File: src/rtl/flag_search_pkg.sv
// Shared sizing defaults, sweep-state encoding and helpers for the flag search sequencer.
package flag_search_pkg;

   localparam int NUM_BYTES_DEF = 32;
   localparam int IDX_W_DEF     = 5;
   localparam int BYTE_W_DEF    = 8;

   typedef enum logic [1:0] {
      ST_IDLE = 2'd0,
      ST_SCAN = 2'd1,
      ST_EMIT = 2'd2,
      ST_DONE = 2'd3
   } state_t;

   // Highest candidate value for a guess of the given width.
   function automatic int guess_max(input int width);
      return (2 ** width) - 1;
   endfunction

   localparam int GUESS_MAX = guess_max(BYTE_W_DEF);

endpackage

File: src/rtl/flag_search_if.sv
// Checker-facing guess bus plus the recovered-byte valid/ready stream.
interface flag_search_if
   import flag_search_pkg::*;
#(
   parameter int IDX_W  = IDX_W_DEF,
   parameter int BYTE_W = BYTE_W_DEF
);

   logic [IDX_W-1:0]  byte_num;
   logic [BYTE_W-1:0] byte_guess;
   logic              guess_valid;

   logic              out_valid;
   logic              out_ready;
   logic [IDX_W-1:0]  out_idx;
   logic [BYTE_W-1:0] out_byte;
   logic              out_miss;

   modport master (
      output byte_num, byte_guess, out_valid, out_idx, out_byte, out_miss,
      input  guess_valid, out_ready
   );

   modport slave (
      input  byte_num, byte_guess, out_valid, out_idx, out_byte, out_miss,
      output guess_valid, out_ready
   );

endinterface

File: src/rtl/flag_search.sv
// Brute-force sequencer: sweeps every guess per index against an external checker and
// streams one recovered byte (or a miss marker) per index.
module flag_search
   import flag_search_pkg::*;
#(
   parameter int NUM_BYTES = NUM_BYTES_DEF,
   parameter int IDX_W     = IDX_W_DEF,
   parameter int BYTE_W    = BYTE_W_DEF
) (
   input  logic           clk,
   input  logic           rst,
   input  logic           start,
   flag_search_if.master  bus,
   output logic           busy,
   output logic           done,
   output logic [IDX_W:0] miss_count
);

   localparam logic [BYTE_W-1:0] LAST_GUESS = BYTE_W'(guess_max(BYTE_W));
   localparam logic [IDX_W-1:0]  LAST_IDX   = IDX_W'(NUM_BYTES - 1);
   localparam logic [BYTE_W-1:0] GUESS_ONE  = {{(BYTE_W-1){1'b0}}, 1'b1};
   localparam logic [IDX_W-1:0]  IDX_ONE    = {{(IDX_W-1){1'b0}}, 1'b1};
   localparam logic [IDX_W:0]    MISS_ONE   = {{IDX_W{1'b0}}, 1'b1};

   state_t            state_r;
   state_t            state_s;
   logic              busy_r, done_r, out_valid_r;
   logic              busy_s, done_s, out_valid_s;
   logic [IDX_W-1:0]  byte_num_r;
   logic [BYTE_W-1:0] byte_guess_r;
   logic [IDX_W-1:0]  out_idx_r;
   logic [BYTE_W-1:0] out_byte_r;
   logic              out_miss_r;
   logic [IDX_W:0]    miss_count_r;

   // State register together with the registered status flags
   always_ff @(posedge clk) begin
      if (rst) begin
         state_r     <= ST_IDLE;
         busy_r      <= 1'b0;
         done_r      <= 1'b0;
         out_valid_r <= 1'b0;
      end else begin
         state_r     <= state_s;
         busy_r      <= busy_s;
         done_r      <= done_s;
         out_valid_r <= out_valid_s;
      end
   end

   // Next-state selection
   always_comb begin
      state_s = state_r;
      case (state_r)
         ST_IDLE, ST_DONE: begin
            if (start) begin
               state_s = ST_SCAN;
            end else begin
               state_s = state_r;
            end
         end
         ST_SCAN: begin
            // The checker verdict is tested before the exhaustion test, so a hit on the top guess is a hit.
            if (bus.guess_valid || (byte_guess_r == LAST_GUESS)) begin
               state_s = ST_EMIT;
            end else begin
               state_s = ST_SCAN;
            end
         end
         ST_EMIT: begin
            if (bus.out_ready) begin
               if (byte_num_r == LAST_IDX) begin
                  state_s = ST_DONE;
               end else begin
                  state_s = ST_SCAN;
               end
            end else begin
               state_s = ST_EMIT;
            end
         end
         default: begin
            state_s = ST_IDLE;
         end
      endcase
   end

   // Status flags follow the state being entered so they register alongside it
   always_comb begin
      busy_s      = 1'b0;
      done_s      = 1'b0;
      out_valid_s = 1'b0;
      case (state_s)
         ST_SCAN: begin
            busy_s = 1'b1;
         end
         ST_EMIT: begin
            busy_s      = 1'b1;
            out_valid_s = 1'b1;
         end
         ST_DONE: begin
            done_s = 1'b1;
         end
         default: begin
            busy_s = 1'b0;
         end
      endcase
   end

   // Sweep counters, captured beat and miss tally
   always_ff @(posedge clk) begin
      if (rst) begin
         byte_num_r   <= {IDX_W{1'b0}};
         byte_guess_r <= {BYTE_W{1'b0}};
         out_idx_r    <= {IDX_W{1'b0}};
         out_byte_r   <= {BYTE_W{1'b0}};
         out_miss_r   <= 1'b0;
         miss_count_r <= {(IDX_W+1){1'b0}};
      end else begin
         case (state_r)
            ST_IDLE, ST_DONE: begin
               if (start) begin
                  byte_num_r   <= {IDX_W{1'b0}};
                  byte_guess_r <= {BYTE_W{1'b0}};
                  miss_count_r <= {(IDX_W+1){1'b0}};
               end
            end
            ST_SCAN: begin
               if (bus.guess_valid) begin
                  out_byte_r <= byte_guess_r;
                  out_idx_r  <= byte_num_r;
                  out_miss_r <= 1'b0;
               end else if (byte_guess_r == LAST_GUESS) begin
                  out_byte_r   <= {BYTE_W{1'b0}};
                  out_idx_r    <= byte_num_r;
                  out_miss_r   <= 1'b1;
                  miss_count_r <= miss_count_r + MISS_ONE;
               end else begin
                  byte_guess_r <= byte_guess_r + GUESS_ONE;
               end
            end
            ST_EMIT: begin
               // Counters stay frozen under backpressure; they only move on an accepted beat.
               if (bus.out_ready && (byte_num_r != LAST_IDX)) begin
                  byte_num_r   <= byte_num_r + IDX_ONE;
                  byte_guess_r <= {BYTE_W{1'b0}};
               end
            end
            default: begin
               byte_num_r <= byte_num_r;
            end
         endcase
      end
   end

   assign bus.byte_num   = byte_num_r;
   assign bus.byte_guess = byte_guess_r;
   assign bus.out_valid  = out_valid_r;
   assign bus.out_idx    = out_idx_r;
   assign bus.out_byte   = out_byte_r;
   assign bus.out_miss   = out_miss_r;
   assign busy           = busy_r;
   assign done           = done_r;
   assign miss_count     = miss_count_r;

endmodule

File: src/flat_wrapper.sv
// flat-port wrapper written by rule: the top's interface ports become plain ports
module flag_search_flat import flag_search_pkg::*;
#(
   parameter int NUM_BYTES = NUM_BYTES_DEF,
   parameter int IDX_W     = IDX_W_DEF,
   parameter int BYTE_W    = BYTE_W_DEF
)
  (clk, rst, start, busy, done, miss_count, bus_byte_num, bus_byte_guess, bus_out_valid, bus_out_idx, bus_out_byte, bus_out_miss, bus_guess_valid, bus_out_ready);
  flag_search_if #(.IDX_W(IDX_W), .BYTE_W(BYTE_W)) bus_i ();
  input  logic clk;
  input  logic rst;
  input  logic start;
  output logic busy;
  output logic done;
  output logic [IDX_W:0] miss_count;
  output wire logic [$bits(bus_i.byte_num)-1:0] bus_byte_num;
  output wire logic [$bits(bus_i.byte_guess)-1:0] bus_byte_guess;
  output wire logic [$bits(bus_i.out_valid)-1:0] bus_out_valid;
  output wire logic [$bits(bus_i.out_idx)-1:0] bus_out_idx;
  output wire logic [$bits(bus_i.out_byte)-1:0] bus_out_byte;
  output wire logic [$bits(bus_i.out_miss)-1:0] bus_out_miss;
  input wire logic [$bits(bus_i.guess_valid)-1:0] bus_guess_valid;
  input wire logic [$bits(bus_i.out_ready)-1:0] bus_out_ready;
  assign bus_byte_num = bus_i.byte_num;
  assign bus_byte_guess = bus_i.byte_guess;
  assign bus_out_valid = bus_i.out_valid;
  assign bus_out_idx = bus_i.out_idx;
  assign bus_out_byte = bus_i.out_byte;
  assign bus_out_miss = bus_i.out_miss;
  assign bus_i.guess_valid = bus_guess_valid;
  assign bus_i.out_ready = bus_out_ready;
  flag_search #(.NUM_BYTES(NUM_BYTES), .IDX_W(IDX_W), .BYTE_W(BYTE_W)) u_core (.clk(clk), .rst(rst), .start(start), .bus(bus_i), .busy(busy), .done(done), .miss_count(miss_count));
endmodule
File: config.mk
export PLATFORM = sky130hd
export DESIGN_NAME = flag_search_flat
export DESIGN_NICKNAME = d
export VERILOG_FILES = /design/src/rtl/flag_search_pkg.sv /design/src/rtl/flag_search_if.sv /design/src/rtl/flag_search.sv /design/src/flat_wrapper.sv
export SDC_FILE = /design/constraint.sdc
export NUM_CORES = 1
export LEC_CHECK = 0
export ABC_AREA = 1
export BUFFER_PORTS_ARGS = -buffer_cell sky130_fd_sc_hd__buf_2
export CAP_MARGIN = 20
export CORE_ASPECT_RATIO = 0.9
export CORE_MARGIN = 2
export CORE_UTILIZATION = 57
export DETAILED_ROUTE_END_ITERATION = 10
export PLACE_DENSITY = 0.79
export SLEW_MARGIN = 40
export SYNTH_ARGS = -nofsm -noshare
export SYNTH_HDL_FRONTEND = slang
export SYNTH_SLANG_ARGS = --single-unit
File: constraint.sdc
create_clock -name clk -period 5.1 [get_ports clk]
set_input_delay 0.765 -clock clk [delete_from_list [all_inputs] [get_ports clk]]
set_output_delay 0.765 -clock clk [all_outputs]
set_load 0.02 [all_outputs]
## Word-level counts from Yosys, hierarchy flattened

Index checks and enable logic that the tools add are counted.

- Latch bits: 0
- Bits of input ports: 5
- Register bits after elaboration: 38
- Bits in read-only memories: 0
- Bits in writable memories: 0
- Memories kept: 0

- $add $sub $neg: 3
- Reduce and logical (&&, ||, !) cells: 12
- Multiplexer cells: 26
- Divide/modulo/power cells: 0
- Bitwise gates (word level): 0
- Equality and inequality tests: 14
- Multipliers: 0
- Shifts and indexed selects: 0
- Order comparisons: 0

Operators by type and width:

| cell | number |
|---|---|
| 8-bit 2-to-1 mux | 6 |
| 8-bit case mux with 3 select lines | 1 |
| 5-bit 2-to-1 mux | 4 |
| 6-bit 2-to-1 mux | 3 |
| 6-bit case mux with 2 select lines | 1 |
| 5-bit case mux with 2 select lines | 1 |
| 8-bit by 1-bit adder with 8-bit output, second input constant | 1 |
| 2-bit == test, second input constant | 4 |
| 8-bit == test, second input constant | 1 |
| 2-bit 2-to-1 mux | 4 |
| 4-bit AND reduction | 2 |
| 6-bit by 1-bit adder with 6-bit output, second input constant | 1 |
| 2-bit != test, second input constant | 3 |
| 2-bit case mux with 3 select lines | 1 |
| 2-bit nonzero test | 3 |
| 5-bit by 1-bit adder with 5-bit output, second input constant | 1 |
| 5-bit == test, second input constant | 1 |
| 1-bit 2-to-1 mux | 5 |
| 5-bit != test, second input constant | 1 |
| 2-bit by 1-bit == test with 1-bit output, second input constant | 2 |
| 2-bit by 1-bit != test with 1-bit output, second input constant | 2 |
| 2-bit OR reduction | 2 |
| 3-bit AND reduction | 1 |
| 2-bit zero test | 1 |
| other kinds (3) | 3 |

## Logic depth before layout (Yosys ltp)

- Word-level depth: 7
- Mapped depth: 13
- Depth with buffers taken out: 13

## Worst setup path before layout

Ideal clock, no wire load.

- Kind: register to register
- Start: reg u_core.byte_num_r[0], in the netlist u_core.bus.byte_num[0]
- End: reg u_core.busy_r, in the netlist u_core.busy
- Clock period less this slack: 1.975 ns
- Cell stages (with the launch flop): 13
- Path buffers: 0
- Setup slack: 3.125 ns
- Arrival time: 1.909 ns
- Cell sequence: dfxtp_1 ha_1 inv_1 nor3_1 ha_1 inv_1 a21oi_1 nor2_1 nand2_1 nand2_1 inv_1 ha_1 nor2_1

- Longest elaborated chain between the ends: 7
- Elaborated cells on any way between the ends: 8
- Classes of those cells: eq/ne: 3; mux: 4; reduce/logical: 1

Ends and longest elaborated chain:

| element | RTL line | source |
|---|---|---|
| start: declaration | flag_search.sv:29 | `logic [IDX_W-1:0] byte_num_r;` |
| start signal: assignment | flag_search.sv:112 | `byte_num_r <= {IDX_W{1'b0}};` |
| start signal: assignment | flag_search.sv:122 | `byte_num_r <= {IDX_W{1'b0}};` |
| start signal: assignment | flag_search.sv:144 | `byte_num_r <= byte_num_r + IDX_ONE;` |
| 5-bit == test (*) | flag_search.sv:72 | `if (byte_num_r == LAST_IDX) begin` |
| 2-bit 2-to-1 mux (*) | flag_search.sv:72 |  |
| 2-bit 2-to-1 mux (*) | flag_search.sv:71 | `if (bus.out_ready) begin` |
| 2-bit case mux with 3 select lines (*) | flag_search.sv:54 | `case (state_r)` |
| 2-bit by 1-bit == test with 1-bit output or 2-bit == test (tied branches) | flag_search.sv:92 | `case (state_s)` |
| 2-bit OR reduction (no line) (*) | - |  |
| 1-bit 2-to-1 mux (*) | flag_search.sv:92 |  |
| end signal: assignment | flag_search.sv:45 | `busy_r <= busy_s;` |
| end: declaration | flag_search.sv:27 | `logic busy_r, done_r, out_valid_r;` |

Every way passes the cells marked *; elsewhere a longest branch is shown, timed or not.
A chain may end at the register's enable or synchronous reset.

## Final worst setup path

Ends and elaborated chain as after synthesis.

==> flow_metrics.py <==
metrics = {
    "critical_path": {
        "startpoint_type": "flip-flop",
        "critical_path.endpoint_type": "flip-flop",
        "required_ns": 5.39,
        "crit_family": "adder cells",
        "critPathKind": "reg -> reg",
        "r2r_slack_ns": 3.04,
        "path_buf_inv": 3,
        "regToRegEndpoint": "u_core.busy$_SDFF_PP0_",
        "rr_worst_depth": 12,
        "slowest_delay_ns": 0.47,
        "rr_startpoint": "u_core.bus.byte_num[0]$_SDFFE_PP0P_",
        "path_max_fanout": 6,
        "cp.arrival_ns": 2.35,
        "slowest_stage": "dfxtp_1",
        "path_cells": "ha_1 > inv_1 > nor3_1 > ha_1 > inv_1 > a21oi_1 > nor2_1 > nand2_1 > nand2_1 > inv_1 > ha_1 > nor2_1",
    },
    "sta": {
        "tightest_slew_ns": 0.560,
        "fin_crit_sh": 0.404,
        "finalSetupTns_ns": 0,
        "skew_ns": 0.0105,
        "drv_slew": 0,
        "report.final.hold_viol_count": 0,
        "rsz0062_at_grt": "no",
        "hold_ws_ns": 0.467,
        "min_period_ns": 2.06,
        "clock.fmax_ghz": 0.485,
        "setup_slack_ns": 3.04,
        "setup_viol": 0,
        "timing.slew.headroom": 0.623,
    },
    "detailed_routing": {
        "ant_nets": 0,
        "drt_iter0_markers": 128,
        "via_count": 1783,
        "routed-wl-met3_um": 285,
        "met2_length_mm": 1.83,
        "avgRoutedWirePerCell_um": 11.7,
        "routed_wl_mm": 4.18,
        "dr.pass1.iters": 4,
        "routed_via_density": 4.99,
        "drc": 0,
        "top_layer_used": "met4",
        "drt-met1-wl_mm": 2.01,
    },
    "synthesis": {
        "synth-main-ff-cell": "dfxtp_1",
        "ys_async_sr_fraction": 0,
        "synth_edf_count": 0,
        "ys_warn_count": 0,
        "synthCells": 272,
        "synth_seq_cells": 38,
        "ys_types": 23,
        "syn_area_per_cell_um2": 6.86,
        "synth_nets": 284,
        "syn-cell-area_mm2": 0.00187,
        "synth_seq_area_share": 0.408,
    },
    "grt": {
        "grt_overflow": 0,
        "grt_pass1_wl_mm": 7.03,
        "grt_usage": 0.245,
        "grt_pass1_vias": 1546,
        "grt_max_degree": 20,
        "grt_antenna_before_repair": 0,
    },
    "pwr": {
        "p_per_area_mw_per_mm2": 490,
        "vdd_ir_drop_max_mv": 0.383,
        "power_mw": 1.06,
        "power.leakage_nw": 1.00,
    },
    "status": {
        "status": "completed",
    },
    "placed_design": {
        "placedCellCount": 349,
        "post-dp-hpwl_mm": 2.91,
        "portBuffers": 40,
        "placed_area_mm2": 0.00209,
        "pre_cts_slack_ns": 3.07,
        "gp_congestion": 0.877,
    },
    "finish": {
        "fin_cells": 357,
        "drive_above_1_share": 0.197,
        "syn2layout_area_growth_pct": 16.2,
        "antenna_cells_inserted": 0,
        "layout.cells.most_common": "nand2_1",
        "nFillCells": 276,
        "finalInstanceArea_mm2": 0.00217,
        "nets": 326,
        "final_core_util": 0.702,
        "final_cell_mix": "71 x nand2_1, 43 x nor2_1, 40 x buf_2",
    },
    "die": {
        "rows": 19,
        "pin_count": 41,
        "initial_core_util": 0.604,
        "coreArea_mm2": 0.00309,
        "die_h_um": 58.3,
        "die_x_um": 64.3,
        "die_area_mm2": 0.00375,
    },
    "cts": {
        "cts-root-buf": "clkbuf_4",
        "cts_sinks": 38,
        "cts_buffer_depth": 2,
        "h-tree-depth": 2,
        "cts_tree": "done",
        "cts_hold_buf": 0,
        "clkTransAtPathRegs_ns": 0.12,
        "cts_buffers": 5,
        "insertion_delay_ns": 0.36,
        "post_cts_resized": 0,
        "post_cts_buffers": 0,
    },
    "hold_path": {
        "min_path_cells": 2,
        "hp-start": "u_core.bus.out_byte[6]$_SDFFE_PP0P_",
        "whs_endpoint": "u_core.bus.out_byte[6]$_SDFFE_PP0P_",
        "holdCritPathClass": "reg -> reg",
    },
    "job": {
        "drv_cap": 0,
    },
}
## kinds of logic after synthesis
| kind of cell | count (synthesis) | synth area share |
|---|---|---|
| buf+inv | 39 | 0.0832 |
| compound gates | 37 | 0.103 |
| flops | 38 | 0.408 |
| simple gates | 151 | 0.359 |
| fa+ha+maj | 7 | 0.0469 |
## where the power goes
part           internal [mW]  total [mW]  switching, mW
combinational          0.149       0.473          0.325
sequential             0.346       0.382         0.0367
clock                  0.102       0.206          0.105
## registers in the layout, summed over array words and instances, names as in the netlist
| name | flops |
|---|---|
| u_core.busy | 1 |
| u_core.state_r | 2 |
| u_core.bus.byte_num | 5 |
| u_core.bus.byte_guess | 8 |
| u_core.bus.out_idx | 5 |
| u_core.bus.out_valid | 1 |
| u_core.bus.out_byte | 8 |
| u_core.miss_count | 6 |
| u_core.done | 1 |
| u_core.bus.out_miss | 1 |
## worst max-delay path by stage
stage / startpoint / endpoint / slack (ns) / cells after the start
after global routing: u_core.bus.byte_num[0]$_SDFFE_PP0P_ / u_core.busy$_SDFF_PP0_ / 2.85 / 12
after CTS: u_core.bus.byte_num[0]$_SDFFE_PP0P_ / u_core.busy$_SDFF_PP0_ / 3.03 / 12
after floorplan: u_core.bus.byte_num[0]$_SDFFE_PP0P_ / u_core.busy$_SDFF_PP0_ / 3.12 / 12
final: u_core.bus.byte_num[0]$_SDFFE_PP0P_ / u_core.busy$_SDFF_PP0_ / 3.04 / 12
after global placement: u_core.bus.byte_num[0]$_SDFFE_PP0P_ / u_core.busy$_SDFF_PP0_ / 3.01 / 12
after detailed placement: rst / u_core.bus.byte_num[0]$_SDFFE_PP0P_ / 3.07 / 4
## synth_stat cells (2+ instances only)
library cell	count	area, um^2
nand4_1	2	12.5
inv_1	31	116
nand2_1	71	267
inv_2	2	7.51
nor2_4	2	22.5
nor2_2	4	25.0
a21oi_1	22	110
dfxtp_1	38	761
nand2_4	2	22.5
nor3_1	5	25.0
clkbuf_1	3	11.3
o21ai_0	12	60.1
nor3b_1	3	22.5
o21bai_1	2	15.0
nor2_1	43	161
ha_1	7	87.6
nand3_1	15	75.1
nand2_2	3	18.8
## layer usage
layer,GRT usage,up-vias
li1,-,938
met1,0.320,777
met2,0.390,62
met3,0.0893,6
met4,0.0608,0
met5,0,-
## area by class of cell
type / instances / area, um^2 / share of cell area
multi-input cells: 195 / 950 / 0.438
well taps: 42 / 52.6 / 0.0242
clock inverters: 3 / 40.0 / 0.0185
repair buffers: 40 / 200 / 0.0923
inverters: 34 / 128 / 0.0589
clock buffers: 5 / 37.5 / 0.0173
flip-flops and latches: 38 / 761 / 0.351
## worst min-delay path: cells and delay by family, from the launching register on
family	cells	cell delay, ns
AO/OA/AOI/OAI	1	0.05
flip-flops	1	0.33
AND/OR/NAND/NOR	1	0.06
Note: power is estimated with default switching activity, not from simulation.
